--- config.mk ---
export PLATFORM = sky130hd
export DESIGN_NAME = period_meter
export DESIGN_NICKNAME = d
export VERILOG_FILES = /design/src/rtl/period_meter_pkg.sv /design/src/rtl/sync_edge_det.sv /design/src/rtl/period_meter.sv
export SDC_FILE = /design/constraint.sdc
export NUM_CORES = 1
export LEC_CHECK = 0
export CAP_MARGIN = 40
export CORE_MARGIN = 5
export CORE_UTILIZATION = 54
export CTS_CLUSTER_SIZE = 8
export DETAILED_ROUTE_END_ITERATION = 10
export GPL_TIMING_DRIVEN = 0
export PLACE_DENSITY = 0.78
export RECOVER_POWER = 25
export REMOVE_ABC_BUFFERS = 1
export SLEW_MARGIN = 10
export SYNTH_ARGS = -nofsm -noshare
export SYNTH_HDL_FRONTEND = slang
export SYNTH_SLANG_ARGS = --single-unit
--- constraint.sdc ---
create_clock -name clk -period 1.97 [get_ports clk]
set_input_delay 0.394 -clock clk [delete_from_list [all_inputs] [get_ports clk]]
set_output_delay 0.394 -clock clk [all_outputs]
set_load 0.02 [all_outputs]
--- src/rtl/period_meter_pkg.sv ---
// -----------------------------------------------------------------------------
// period_meter_pkg
// Shared definitions for the period meter: the measurement FSM state type,
// the minimum synchroniser depth, and a helper that clamps a requested
// synchroniser depth to that minimum.
// -----------------------------------------------------------------------------
package period_meter_pkg;

  // Measurement sequencing:
  //   IDLE    - disabled, counters parked at zero
  //   ARM     - enabled, waiting for the first rising edge to start timing
  //   MEASURE - timing the interval between consecutive rising edges
  typedef enum logic [1:0] {
    IDLE    = 2'd0,
    ARM     = 2'd1,
    MEASURE = 2'd2
  } meter_state_t;

  // Two flops is the least that gives metastability a full cycle to settle.
  localparam int SYNC_STAGES_MIN = 2;

  // Depth actually built: a request below the minimum is raised to it.
  function automatic int clamp_sync_stages(input int requested);
    return (requested < SYNC_STAGES_MIN) ? SYNC_STAGES_MIN : requested;
  endfunction

endpackage : period_meter_pkg

--- src/rtl/sync_edge_det.sv ---
// -----------------------------------------------------------------------------
// sync_edge_det
// Brings an asynchronous level into the clk domain through a chain of
// synchroniser flops, then compares the synchronised level with a one-cycle
// history copy to produce single-cycle rise and fall strobes.
//
// Parameters
//   SYNC_STAGES  number of synchroniser flops (raised to the package minimum)
// Ports
//   clk   in   rising-edge clock
//   rst   in   synchronous active-high reset, clears every flop
//   d     in   asynchronous input level
//   rise  out  one-cycle strobe: synchronised level went 0 -> 1
//   fall  out  one-cycle strobe: synchronised level went 1 -> 0
// -----------------------------------------------------------------------------
module sync_edge_det
  import period_meter_pkg::*;
#(
  parameter int SYNC_STAGES = 2
) (
  input  logic clk,
  input  logic rst,
  input  logic d,
  output logic rise,
  output logic fall
);

  localparam int STAGES = clamp_sync_stages(SYNC_STAGES);

  logic [STAGES-1:0] sync_q;
  logic              hist_q;
  logic              sync_lvl;

  assign sync_lvl = sync_q[STAGES-1];

  // Synchroniser chain shifts toward the MSB; the history flop holds the
  // previous synchronised level so an edge is visible for exactly one cycle.
  always_ff @(posedge clk) begin
    if (rst) begin
      sync_q <= '0;
      hist_q <= 1'b0;
    end else begin
      sync_q <= {sync_q[STAGES-2:0], d};
      hist_q <= sync_lvl;
    end
  end

  // Strobes are combinational so the consumer acts on them at the very next
  // edge, keeping the overall input-to-output latency at STAGES cycles.
  assign rise = sync_lvl & ~hist_q;
  assign fall = ~sync_lvl & hist_q;

endmodule : sync_edge_det

--- src/rtl/period_meter.sv ---
// -----------------------------------------------------------------------------
// period_meter
// Measures the period and high time of sig_in in clk cycles. Each qualifying
// rising edge publishes the interval since the previous rising edge together
// with how long the signal was high in that interval, and pulses
// period_valid. If no rising edge arrives before the counter would run out,
// timeout is set (sticky until the next good measurement) and the meter
// re-arms.
//
// Parameters
//   CNT_W        width of the counters and of period/high_time
//   SYNC_STAGES  synchroniser depth on sig_in
// Ports
//   clk           in   rising-edge clock
//   rst           in   synchronous active-high reset, highest priority
//   en            in   level-sensitive measurement enable
//   sig_in        in   measured signal, may be asynchronous to clk
//   period        out  clk cycles between the last two sig_in rising edges
//   high_time     out  clk cycles sig_in was high within that period
//   period_valid  out  one-cycle pulse when period/high_time update
//   timeout       out  sticky: no rising edge within the counter range
// -----------------------------------------------------------------------------
module period_meter
  import period_meter_pkg::*;
#(
  parameter int CNT_W       = 16,
  parameter int SYNC_STAGES = 2
) (
  input  logic             clk,
  input  logic             rst,
  input  logic             en,
  input  logic             sig_in,
  output logic [CNT_W-1:0] period,
  output logic [CNT_W-1:0] high_time,
  output logic             period_valid,
  output logic             timeout
);

  localparam logic [CNT_W-1:0] CNT_ONE  = CNT_W'(1);
  // Last count value from which a rise still yields a representable period
  // (cnt + 1 = 2^CNT_W - 1); reaching it without a rise is a timeout.
  localparam logic [CNT_W-1:0] CNT_LAST = {{(CNT_W-1){1'b1}}, 1'b0};

  meter_state_t     state;
  logic [CNT_W-1:0] cnt;
  logic [CNT_W-1:0] hi_cap;
  logic             rise;
  logic             fall;

  sync_edge_det #(
    .SYNC_STAGES(SYNC_STAGES)
  ) u_sync_edge_det (
    .clk  (clk),
    .rst  (rst),
    .d    (sig_in),
    .rise (rise),
    .fall (fall)
  );

  // Measurement FSM with registered outputs. Priority order is reset, then
  // enable, then edge strobes, so dropping en in the same cycle as a rise
  // discards that rise. cnt counts cycles since the last rise minus one, so
  // the published values are cnt + 1 at the closing rise (period) and at the
  // fall (high time). period, high_time and timeout are left untouched when
  // the meter is disabled so software can still read the last result.
  always_ff @(posedge clk) begin
    if (rst) begin
      state        <= IDLE;
      cnt          <= '0;
      hi_cap       <= '0;
      period       <= '0;
      high_time    <= '0;
      period_valid <= 1'b0;
      timeout      <= 1'b0;
    end else begin
      period_valid <= 1'b0;
      if (!en) begin
        state  <= IDLE;
        cnt    <= '0;
        hi_cap <= '0;
      end else begin
        case (state)
          IDLE: begin
            cnt    <= '0;
            hi_cap <= '0;
            state  <= ARM;
          end

          ARM: begin
            if (rise) begin
              cnt   <= '0;
              state <= MEASURE;
            end
          end

          MEASURE: begin
            if (rise) begin
              period       <= cnt + CNT_ONE;
              high_time    <= hi_cap;
              period_valid <= 1'b1;
              timeout      <= 1'b0;
              cnt          <= '0;
            end else if (cnt == CNT_LAST) begin
              timeout <= 1'b1;
              cnt     <= '0;
              state   <= ARM;
            end else begin
              cnt <= cnt + CNT_ONE;
              if (fall) begin
                hi_cap <= cnt + CNT_ONE;
              end
            end
          end

          default: begin
            cnt    <= '0;
            hi_cap <= '0;
            state  <= IDLE;
          end
        endcase
      end
    end
  end

endmodule : period_meter

# Word-level counts from Yosys, hierarchy flattened
# Cells that the tools add are included.
op_classes:
  addsub: 1
  eq_ne: 8
  mux: 15
  bitwise_logic: 7
  reduce_logical: 8
ops:
  columns: ["operator", "n"]
  rows:
  - ["16-bit 2-to-1 mux", 6]
  - ["16-bit case mux with 2 select lines", 2]
  - ["16-bit by 1-bit adder with 16-bit output, second input constant", 1]
  - ["16-bit equality test, second input constant", 1]
  - ["2-bit != test, second input constant", 5]
  - ["3-bit AND reduction", 3]
  - ["2-bit 2-to-1 mux", 3]
  - ["2-bit case mux with 3 select lines", 1]
  - ["1-bit inverter", 5]
  - ["4-bit AND reduction", 1]
  - ["1-bit 2-to-1 mux", 3]
  - ["3-bit OR reduction", 1]
  - ["1-bit AND", 2]
  - ["2-bit by 1-bit equality test with 1-bit output, second input constant", 1]
  - ["2-bit equality test, second input constant", 1]
  - ["2-bit logical NOT", 1]
  - ["2-bit nonzero test", 1]
  - ["2-bit OR reduction", 1]
totals:
  reg_bits: 71
  inputBits: 4
  output_inout_bits: 34
  word_cells: 48

# Longest topological paths before layout
logic_depth:
  ltp_word: 6
  mapped_depth: 8
  ltp_nobuf: 7

# Cells and area by module
# Synthesis repeated with hierarchy kept, for this count alone.
hier_totals:
  hier_cells: 303
  hier_area_um2: 2851.5
by_module_without_submodules:
  columns: ["mod", "n_inst", "cells_each", "area_per_inst_um2", "seq_area_each_um2"]
  rows:
  - ["period_meter", 1, 295, 2760.1, 1361.3]
  - ["sync_edge_det", 1, 8, 91.3, 60.1]

# Least setup slack after synthesis
# OpenSTA, ideal clock, no wires.
synth_timing:
  kind: "register -> register"
  start: "register cnt[0]"
  end: "register hi_cap[14]"
  setup_time_ns: 0.122
  arrival_time_ns: 1.672
  required_time_ns: 1.848
  setup_slack_ns: 0.176
  path_stages_with_launch: 9
  n_path_buf: 1
  period_less_slack_ns: 1.794
  cell_sequence: "dfxtp_1 inv_1 ha_1 nand4_1 nor4_4 or2_1 buf_6 and3_2 a221o_1"
synth_between:
  elab_chain_len: 5
  word_cells_on_any_way: 8
  cone_classes: "1 x add/sub; 2 x eq/ne; 4 x mux; 1 x reduce/logical"
synth_rtl:
  columns: ["item", "line_no", "source"]
  rows:
  - ["start, declared", "period_meter.sv:45", "logic [CNT_W-1:0] cnt;"]
  - ["start signal, assigned", "period_meter.sv:108", "cnt <= cnt + CNT_ONE;"]
  - ["16-bit by 1-bit adder with 16-bit output", "period_meter.sv:110", "hi_cap <= cnt + CNT_ONE;"]
  - ["16-bit 2-to-1 mux", "period_meter.sv:109", "if (fall) begin"]
  - ["16-bit 2-to-1 mux", "period_meter.sv:103", "end else if (cnt == CNT_LAST) begin"]
  - ["16-bit 2-to-1 mux", "period_meter.sv:97", "if (rise) begin"]
  - ["16-bit case mux with 2 select lines", "period_meter.sv:82", "case (state)"]
  - ["end signal, assigned", "period_meter.sv:110", null]
  - ["end, declared", "period_meter.sv:46", "logic [CNT_W-1:0] hi_cap;"]
# Parallel ways exist; a longest one is shown, timed or not. The select of a mux whose other input is x is not followed.
# A chain may end at the register's enable or synchronous reset.

# Final worst setup path
layout_timing:
  start: "input en"
  end: "register cnt[4]"
layout_between:
  elab_chain_len: 2
layout_rtl:
  columns: ["item", "line_no", "source"]
  rows:
  - ["start, declared", "period_meter.sv:31", "input logic en,"]
  - ["1-bit inverter (no line)", null, null]
  - ["2-bit OR reduction (no line)", null, null]
# No other way between the ends.

==> summary.txt <==
status = finished clean
hpwl dp = 4300 um
CTS tree = built
Routed met3 length = 387 um
WL met2 = 3070 um
clock sink total = 71
core area = 5170 um2
Hold Crit Class = reg -> reg
VDD IR max = 505 uV
Post-synth ARST share = 0%
Hold Violations, Final = 0
P_leak = 1.36 nW
final std cells w/o fill = 456
Final Wtd Congestion = 0.824
ys flop type = dfxtp_1
number of synthesized flops with an enable pin = 0
#FFs+latches synth = 71
synthesized area per cell = 8.64 um2
Max-cap violations = 0
post-synth top area cell = dfxtp_1
DRT Wirelength = 6620 um
max-slew violations = 0
skew final = 0.00591 ns
Worst-Margin Slew = 0.692 ns
clock-pin slew on the worst setup and hold paths = 0.07 ns
num ports = 38
share of the synthesized area in the top cell type = 48.7%
crit path DAT = 2.23 ns
Fmax = 513 MHz
Cell Area, Synth = 2920 um2
most common cell in the netlist = dfxtp_1
Bufs on Longest Clock Path = 2
vias = 2,485
worst-path cell chain = clkdlybuf4s50_1 > or2b_2 > nor3_2 > a21oi_1 > o21ai_0
largest net degree at the start of global routing = 44
Final Hold Slack = 0.442 ns
DRT Pass-1 Iters = 5
Worst R2R Start = cnt[0]
Worst Path Class, Setup = in -> reg
commonest cells in the netlist = 71 x dfxtp_1, 57 x nand2_1, 42 x nor2_1
CP max FO = 17
FF-to-FF setup slack = 0.05 ns
initial core utilization = 56.5%
PD cells = 791 nW/um2
vias in the first global route = 2,417
Hold Crit Start = u_sync_edge_det.sync_q[0]
Initial DRC Count = 148
initial antenna violation count = 0
delay of the slowest critical-path stage = 0.54 ns
total grt overflow = 0
num rows = 26
WL/cell = 14.5 um
capturing point of the worst reg2reg path = cnt[8]
Worst Setup End Kind = flop
CP max-delay cell = clkdlybuf4s50_1
Synth Warn # = 0
number of port buffers = 37
Die X = 83.5 um
Die ar. = 6980 um2
register area share after synthesis = 48.7%
P&R area growth vs syn = 26.0%
GRT Overall Usage = 19.8%
final setup fails = 0
fin crit share = 99.0%
post-layout minimum cycle time = 1.95 ns
via/cell ratio = 5.45
worst skew pair latency = 0.35 ns
Synth area leaders = dfxtp_1 49%, nand2_1 7.3%, nor2_1 5.4%
diodes inserted = 0
fin util = 71.1%
Startpoint Class = input pin
Detail Route Antenna Nets = 0
clock root cell = clkbuf_8
synthesized instance count = 338
RSZ-0062 raised after global routing = yes
Yosys cell types = 43
Worst Hold Path EP = u_sync_edge_det.sync_q[1]
M1 WL = 2960 um
DRC errors left = 0
global-route wire length before repair = 11,300 um
Max transition margin = 53.5%
R2R depth = 8
DR top layer = met4
Placed Cells = 427
setup TNS = 0 ns
Total Nets Final = 387
H-tree levels = 3
CTS Buf Count = 9
share of layout cells above drive strength 1 = 14.2%
Chip Height = 83.5 um
Hold Path Depth = 1
WP data required = 2.24 ns
## registers in the layout, summed over array words and instances, names as in the netlist
name,count
u_sync_edge_det.sync_q,2
high_time,16
cnt,16
period_valid,1
u_sync_edge_det.hist_q,1
timeout,1
state,2
period,16
hi_cap,16
## area by class of cell
type                            instances  area [um2]
Sequential cell                        71        1430
Timing Repair Buffer                   51         470
Tap cell                               70        87.6
Clock inverter                          3        90.1
Clock buffer                           13         149
Multi-Input combinational cell        245        1440
Fill cell                             400        1490
Inverter                                3        13.8
## routing by layer
metal | GRT usage, % | vias to the layer above
met5 | 0 | -
met4 | 10.5 | 0
met3 | 5.63 | 18
met2 | 31.0 | 63
met1 | 24.7 | 1138
li1 | - | 1266
## power by group
| part | leakage (nW) | switching [mW] | total, mW | internal (mW) |
|---|---|---|---|---|
| Sequential | 0.574 | 0.00332 | 1.44 | 1.44 |
| Clock | 0.118 | 0.530 | 1.41 | 0.878 |
| Combinational | 0.669 | 0.0435 | 0.0625 | 0.0190 |
| Total | 1.36 | 0.577 | 2.91 | 2.33 |
## what timing repair did
action                     CTS  global route
pin swaps                    3             6
setup buffers                6             7
hold buffers                 0             0
hold endpoints to repair     0             0
setup endpoints to repair   35            57
gates resized for setup     11             9
## cells in the final DEF, fill, tap and decap left out, drive strengths merged, types with 2 or more instances in the layout
master and n:
bufinv 3, clkdlybuf4s50 17, xnor2 6, nand2 57, or2b 2, ha 2
o211ai 4, dfxtp 71, clkbuf 15, dlygate4sd3 19, nand3 20, nor2b 7
o2bb2ai 2, a21oi 23, a22o 2, nand2b 4, xor2 7, nand4 4
nor3 12, inv 3, nor2 42, and3 4, a31oi 3, a221o 2
buf 13, o32ai 5, a22oi 3, a211oi 10, nor4 7, o21ai 6
or2 2, or3 4
## worst max-delay path by stage
| stage | start | endpoint | slack (ns) | cells after the start |
|---|---|---|---|---|
| 6_report | en | cnt[4] | 0.02 | 5 |
| 5_1_grt | cnt[0] | cnt[8] | -0.12 | 8 |
| 4_1_cts | u_sync_edge_det.sync_q[1] | period[7] | 0.003 | 5 |
| 3_5_place_dp | en | cnt[4] | -0.71 | 6 |
| 3_3_place_gp | rst | cnt[4] | -1.55 | 6 |
| 2_1_floorplan | u_sync_edge_det.sync_q[1] | period[0] | 0.0003 | 4 |
## cells by family (layout without fill, tap and decap cells)
logic type	after synthesis	in the layout	synth area share, %
compound gates	64	64	14.4
xor+xnor	13	13	3.90
fa+ha+maj	2	2	0.857
buf+inv	22	70	3.98
flops	71	71	48.7
simple gates	166	166	28.1
## through the flow
stage / setup slack (ns) / cell area [um2] / power [mW]
floorplan: 0.000311 / 2820 / 1.50
global placement: -1.55 / 3270 / 1.53
detailed placement: -0.707 / 3280 / 1.53
CTS: 0.00296 / 3610 / 2.92
global route: -0.119 / 3680 / 3.01
finish: 0.0190 / 3680 / 2.91
## critical path, delay by kind of cell
kind | cells | cell delay, ns
AOI/OAI and AO/OA | 2 | 0.26
buffers and inverters | 1 | 0.54
and+or+nand+nor | 2 | 1.03
No activity file was read; power rests on OpenSTA's default activity.
==> patch 1, RTL diff (same flow settings) <==
Register the output `timeout` once more, with the module's reset; this adds one clock of latency there. The other outputs are not delayed to match.
--- a/src/rtl/period_meter.sv
+++ b/src/rtl/period_meter.sv
@@ -43,2 +43,4 @@
 
+  logic timeout_s0;
+
   meter_state_t     state;
@@ -73,3 +75,3 @@
       period_valid <= 1'b0;
-      timeout      <= 1'b0;
+      timeout_s0   <= 1'b0;
     end else begin
@@ -100,6 +102,6 @@
               period_valid <= 1'b1;
-              timeout      <= 1'b0;
+              timeout_s0   <= 1'b0;
               cnt          <= '0;
             end else if (cnt == CNT_LAST) begin
-              timeout <= 1'b1;
+              timeout_s0 <= 1'b1;
               cnt     <= '0;
@@ -124,2 +126,10 @@
 
+  always_ff @(posedge clk) begin
+    if (rst) begin
+      timeout <= '0;
+    end else begin
+      timeout <= timeout_s0;
+    end
+  end
+
 endmodule : period_meter
Check against the original RTL: no difference found for any inputs over 10 cycles, from zero or initial values and one cycle with rst high; that may be too few to reach the edited logic, so the function may still have changed.
==> patch 1 against the original RTL <==
  * Die area rose by 0.86%
  * Wire length rose by 2.5%
  * Area after synthesis rose by 0.99%
  * Design area rose by 2.1%
  * Critical endpoint is now hi_cap[9]$_SDFFE_PP0P_
  * Highest routed layer unchanged
  * Worst setup slack improved by 0.044 ns
  * Sequential cell count rose by 1
  * Total power fell by 6.5%
  * Largest power group unchanged
==> patch 1: results (changes against the original RTL) <==
| Metric | Value |
|---|---|
| Mean post-synth cell area | `8.284 sq um (was 8.640 sq um)` |
| Detailed router's first-iteration violation count | `247 (was 148)` |
| Worst VDD drop | `0.5632 mV (was 0.5048 mV)` |
| Worst Max-Slew Pin Slew | `0.7325 ns (was 0.6916 ns)` |
| Vias in the first global route | `2,450 (was 2,417)` |
| HPWL Detailed | `4323 um (was 4301 um)` |
| Sequential area share after synthesis | `48.88% (was 48.67%)` |
| Pre-CTS setup slack | `-0.7690 ns (was -0.7069 ns)` |
| Yosys cell types | `38 (was 43)` |
| Reg-to-reg startpoint | `cnt[3]$_SDFFE_PP0P_ (was cnt[0]$_SDFFE_PP0P_)` |
| Commonest cells in the netlist | `dfxtp_1 (72), nand2_1 (65), nor2_1 (37), a21oi_1 (31), nand3_1 (19) (was dfxtp_1 (71), nand2_1 (57), nor2_1 (42), a21oi_1 (23), nand3_1 (20))` |
| Path type of the worst min-delay path | `reg2reg (unchanged)` |
| Max incr delay on CP | `0.52 ns (was 0.54 ns)` |
| GP Congestion | `0.8783 (was 0.8240)` |
| Slowest-stage cell, CP | `dfxtp_1 (was clkdlybuf4s50_1)` |
| Wire length on met2 | `3130 um (was 3070 um)` |
| Largest net degree at the start of global routing | `41 (was 44)` |
| GRT Util Overall | `18.92% (was 19.79%)` |
| Hold Crit Endpoint | `u_sync_edge_det.sync_q[1]$_SDFF_PP0_ (unchanged)` |
| Pleak | `1.269 nW (was 1.361 nW)` |
| Final setup skew | `0.009933 ns (was 0.005913 ns)` |
| Min-Delay Path Depth | `1 (unchanged)` |
| Critical path peak fanout | `7 (was 17)` |
| Synth area leaders | `dfxtp_1 (49%), nand2_1 (8.3%), a21oi_1 (5.3%), nor2_1 (4.7%), nand3_1 (3.2%) (was dfxtp_1 (49%), nand2_1 (7.3%), nor2_1 (5.4%), a21oi_1 (3.9%), nand3_1 (3.4%))` |
| Avg WL per Cell | `14.50 um (was 14.51 um)` |
| Dpl cell area | `0.003343 sq mm (was 0.003284 sq mm)` |
| CP Data Arrival Time | `2.13 ns (was 2.23 ns)` |
| Outcome | `complete, no violations (unchanged)` |
| Inst Count DP | `445 (was 427)` |
| First-pass GRT wire length | `10,940 um (was 11,300 um)` |
| Met1 Routed Length | `3061 um (was 2962 um)` |
| Clk Latency, worst-skew pair | `0.34 ns` |
| Worst Reg-to-Reg Cells | `5 (was 8)` |
| Fraction of layout cells with a size suffix above 1 | `13.64% (was 14.25%)` |
| Reg-to-Reg End | `hi_cap[9]$_SDFFE_PP0P_ (was cnt[8]$_SDFFE_PP0P_)` |
| Drt first pass iters | `4 (was 5)` |
| Vias per Instance | `5.611 (was 5.450)` |
| Met3 wire length | `418 um (was 387 um)` |
| Layout Nets | `397 (was 387)` |
| Diode count | `0 (unchanged)` |
| Ys Warns | `0 (unchanged)` |
| Detailed Route WL | `6784 um (was 6617 um)` |
-- patch 1: where the power goes --
group / switching [mW] / internal, mW / total (mW) / leakage, nW
combinational: 0.0470 / 0.0199 / 0.0669 / 0.590
sequential: 0.00337 / 1.46 / 1.46 / 0.584
clock: 0.540 / 0.654 / 1.19 / 0.0948
-- patch 1: cell type report --
cell class,instances,area [sq um]
clock buffers,12,155.1
clock inverters,4,52.55
fillers,443,1649
inverters,6,25.02
multi-input cells,256,1508
flip-flops and latches,72,1453
well taps,72,90.09
repair buffers,46,473.0
-- patch 1: worst max path at each step --
| stage | from | to | slack (ns) | depth (start not counted) |
|---|---|---|---|---|
| floorplan | cnt[2]$_SDFFE_PP0P_ | cnt[4]$_SDFFE_PP0P_ | -0.36 | 5 |
| global placement | rst | cnt[5]$_SDFFE_PP0P_ | -2.12 | 5 |
| detailed placement | en | cnt[5]$_SDFFE_PP0P_ | -0.77 | 5 |
| CTS | state[1]$_SDFFE_PP0P_ | cnt[4]$_SDFFE_PP0P_ | 0.0007 | 6 |
| global route | cnt[1]$_SDFFE_PP0P_ | cnt[14]$_SDFFE_PP0P_ | -0.01 | 6 |
| finish | cnt[3]$_SDFFE_PP0P_ | hi_cap[9]$_SDFFE_PP0P_ | 0.06 | 5 |
-- patch 1: stage by stage --
| step | TNS [ns] | utilization (%) | hold slack, ns |
|---|---|---|---|
| 6_report | 0 | 69.49 | 0.4438 |
| 5_1_grt | -0.02838 | 69.49 | 0.4675 |
| 4_1_cts | 0 | 67.89 | 0.4460 |
| 3_5_place_dp | -13.31 | 61.85 | 0.4302 |
| 3_3_place_gp | -58.92 | 61.20 | 0.4217 |
| 2_1_floorplan | -6.015 | - | 0.4138 |
-- patch 1: cell families after synthesis --
family | share of synthesized area (%)
AOI/OAI and AO/OA | 15.40
xor gates and xnor gates | 4.158
adders and majority gates | 0.8484
buffers and inverters | 4.200
DFF | 48.88
and+or+nand+nor | 26.52
-- patch 1: per-layer routing --
layer	vias up	global-route usage (%)
met1	1227	23.68
met5	-	0
met4	0	8.187
met3	16	5.035
met2	78	30.59
li1	1305	-
-- patch 1: timing repair --
action | 4_1_cts | 5_1_grt
setup endpoints to repair | 46 | 36
pin swaps | 3 | 3
setup buffers | 5 | 2
endpoints found under the hold margin | 0 | 0
gates resized for setup | 12 | 19
==> patch 2, RTL diff (same flow settings) <==
Without the edit above. `SYNC_STAGES` is set to 2 in 2 places; all go to 4.
--- a/src/rtl/sync_edge_det.sv
+++ b/src/rtl/sync_edge_det.sv
@@ -18,3 +18,3 @@
 #(
-  parameter int SYNC_STAGES = 2
+  parameter int SYNC_STAGES = 4
 ) (
--- a/src/rtl/period_meter.sv
+++ b/src/rtl/period_meter.sv
@@ -26,3 +26,3 @@
   parameter int CNT_W       = 16,
-  parameter int SYNC_STAGES = 2
+  parameter int SYNC_STAGES = 4
 ) (
Function: changed (a bounded check fails within 10 cycles, from zero or initial values and one cycle with rst high).
==> patch 2 against the original RTL <==
  * Worst setup slack better by 0.080 ns
  * Wire length is 12% lower
  * Clock skew is 0.00068 ns higher
  * Synthesized cell count down 17%
  * Sequential power is 3% higher
  * Total power is 8.8% lower
  * Design area down 6.7%
  * Sequential cell count increased by 2
  * Non-clock buffer count fell by 8
  * Area after synthesis is 5.7% lower
==> patch 2: results (changes against the original RTL) <==
| Metric | Value |
|---|---|
| Outcome | `complete, no violations (unchanged)` |
| Clk Latency, worst-skew pair | `0.33 ns (was 0.35 ns)` |
| Layout Nets | `328 (was 387)` |
| Worst Max-Slew Pin Slew | `0.6002 ns (was 0.6916 ns)` |
| Detailed router's first-iteration violation count | `167 (was 148)` |
| HPWL Detailed | `3736 um (was 4301 um)` |
| Pleak | `1.192 nW (was 1.361 nW)` |
| Max incr delay on CP | `0.63 ns (was 0.54 ns)` |
| GRT Util Overall | `19.25% (was 19.79%)` |
| Critical path peak fanout | `8 (was 17)` |
| Pre-CTS setup slack | `-1.287 ns (was -0.7069 ns)` |
| Path type of the worst min-delay path | `in2reg (was reg2reg)` |
| Initial antenna violation count | `0 (unchanged)` |
| GP Congestion | `0.8555 (was 0.8240)` |
| Largest net degree at the start of global routing | `22 (was 44)` |
| Yosys cell types | `36 (was 43)` |
| PortBufs | `37 (unchanged)` |
| Sequential area share after synthesis | `53.09% (was 48.67%)` |
| Fraction of layout cells with a size suffix above 1 | `10.09% (was 14.25%)` |
| Vias in the first global route | `2,134 (was 2,417)` |
| Worst Reg-to-Reg Cells | `5 (was 8)` |
| Mean post-synth cell area | `9.796 sq um (was 8.640 sq um)` |
| Fill cells | `418 (was 400)` |
| CTS buffer count | `9 (unchanged)` |
| Synth area leaders | `dfxtp_1 (53%), a22o_1 (5.4%), nand2_1 (4.8%), o21ai_0 (4.5%), o2bb2ai_1 (4.5%) (was dfxtp_1 (49%), nand2_1 (7.3%), nor2_1 (5.4%), a21oi_1 (3.9%), nand3_1 (3.4%))` |
| Worst VDD drop | `0.6675 mV (was 0.5048 mV)` |
| Top cell family by delay on the critical path | `simple AND/OR/NAND/NOR gates (unchanged)` |
| Vias per Instance | `5.675 (was 5.450)` |
| Worst-path clk slew | `0.07 ns (about the same)` |
| Detailed Route WL | `5811 um (was 6617 um)` |
| Drt first pass iters | `4 (was 5)` |
| CP Data Arrival Time | `2.09 ns (was 2.23 ns)` |
| Critical path launch point | `cnt[7]$_SDFFE_PP0P_ (was en)` |
| Root buffer cell | `clkbuf_8 (unchanged)` |
| Slowest-stage cell, CP | `or4_4 (was clkdlybuf4s50_1)` |
| Commonest cells in the netlist | `dfxtp_1 (73), nand2_1 (35), o21ai_0 (25), a22o_1 (17), o2bb2ai_1 (14) (was dfxtp_1 (71), nand2_1 (57), nor2_1 (42), a21oi_1 (23), nand3_1 (20))` |
| CP endpoint kind | `flop (unchanged)` |
| Reg-to-Reg End | `hi_cap[2]$_SDFFE_PP0P_ (was cnt[8]$_SDFFE_PP0P_)` |
| Final worst-path setup slack | `0.09854 ns (was 0.01898 ns)` |
| Final setup skew | `0.006589 ns (was 0.005913 ns)` |
| First-pass GRT wire length | `9784 um (was 11,300 um)` |
| Worst-case clock buffer depth | `2 (unchanged)` |
## patch 2: final cells by class
cell class | count | area share (%)
multi-input combinational | 190 | 36.46
inverter | 5 | 0.6927
sequential | 73 | 42.65
clock inverter | 5 | 1.641
tap | 70 | 2.552
clock buffer | 11 | 3.828
timing repair buffer | 43 | 12.18
## patch 2: cell families after synthesis
group	after synthesis	share of synthesized area, %
DFF	73	53.09
AOI/OAI and AO/OA	85	22.05
adders and majority gates	2	0.9089
xor gates and xnor gates	10	3.182
buffers and inverters	19	3.954
and+or+nand+nor	92	16.82
## patch 2: power breakdown
part	switching (mW)	leakage, nW	internal (mW)	total [mW]
registers	0.00268	0.590	1.48	1.48
logic	0.0356	0.509	0.0177	0.0534
clock network	0.536	0.0933	0.584	1.12
total	0.574	1.19	2.08	2.65
## patch 2: metal layers
layer | GRT usage [%] | up-vias | wire length, um | share of wire [%]
li1 | - | 1119 | - | -
met1 | 24.53 | 1066 | 2682 | 46
met2 | 30.70 | 61 | 2770 | 48
met3 | 5.543 | 7 | 300 | 5.2
met4 | 7.432 | 0 | 59 | 1.0
met5 | 0 | - | 0 | 0
## patch 2: per-stage QoR
stage	area, sq um	cells	setup TNS [ns]
CTS	3391	394	0
finish	3432	397	0
detailed placement	3156	376	-43.60
global route	3432	397	0
floorplan	2663	267	-8.141
global placement	3120	374	-56.79
## patch 2: worst min-delay path by stage
| stage | cells after the start | end | from | slack (ns) |
|---|---|---|---|---|
| after global placement | 1 | u_sync_edge_det.sync_q[3]$_SDFF_PP0_ | u_sync_edge_det.sync_q[2]$_SDFF_PP0_ | 0.42 |
| after CTS | 1 | u_sync_edge_det.sync_q[3]$_SDFF_PP0_ | u_sync_edge_det.sync_q[2]$_SDFF_PP0_ | 0.45 |
| after detailed placement | 1 | u_sync_edge_det.sync_q[3]$_SDFF_PP0_ | u_sync_edge_det.sync_q[2]$_SDFF_PP0_ | 0.43 |
| after global routing | 2 | u_sync_edge_det.sync_q[0]$_SDFF_PP0_ | rst | 0.45 |
| after floorplan | 1 | u_sync_edge_det.sync_q[1]$_SDFF_PP0_ | u_sync_edge_det.sync_q[0]$_SDFF_PP0_ | 0.41 |
| final | 2 | u_sync_edge_det.sync_q[0]$_SDFF_PP0_ | rst | 0.42 |
## patch 2: repair_timing
action | CTS | global route
endpoints found under the setup margin | 57 | 31
gates cloned | 0 | 1
endpoints found under the hold margin | 0 | 0
pin swaps | 1 | 1
resized for setup | 9 | 9
setup buffers | 2 | 2
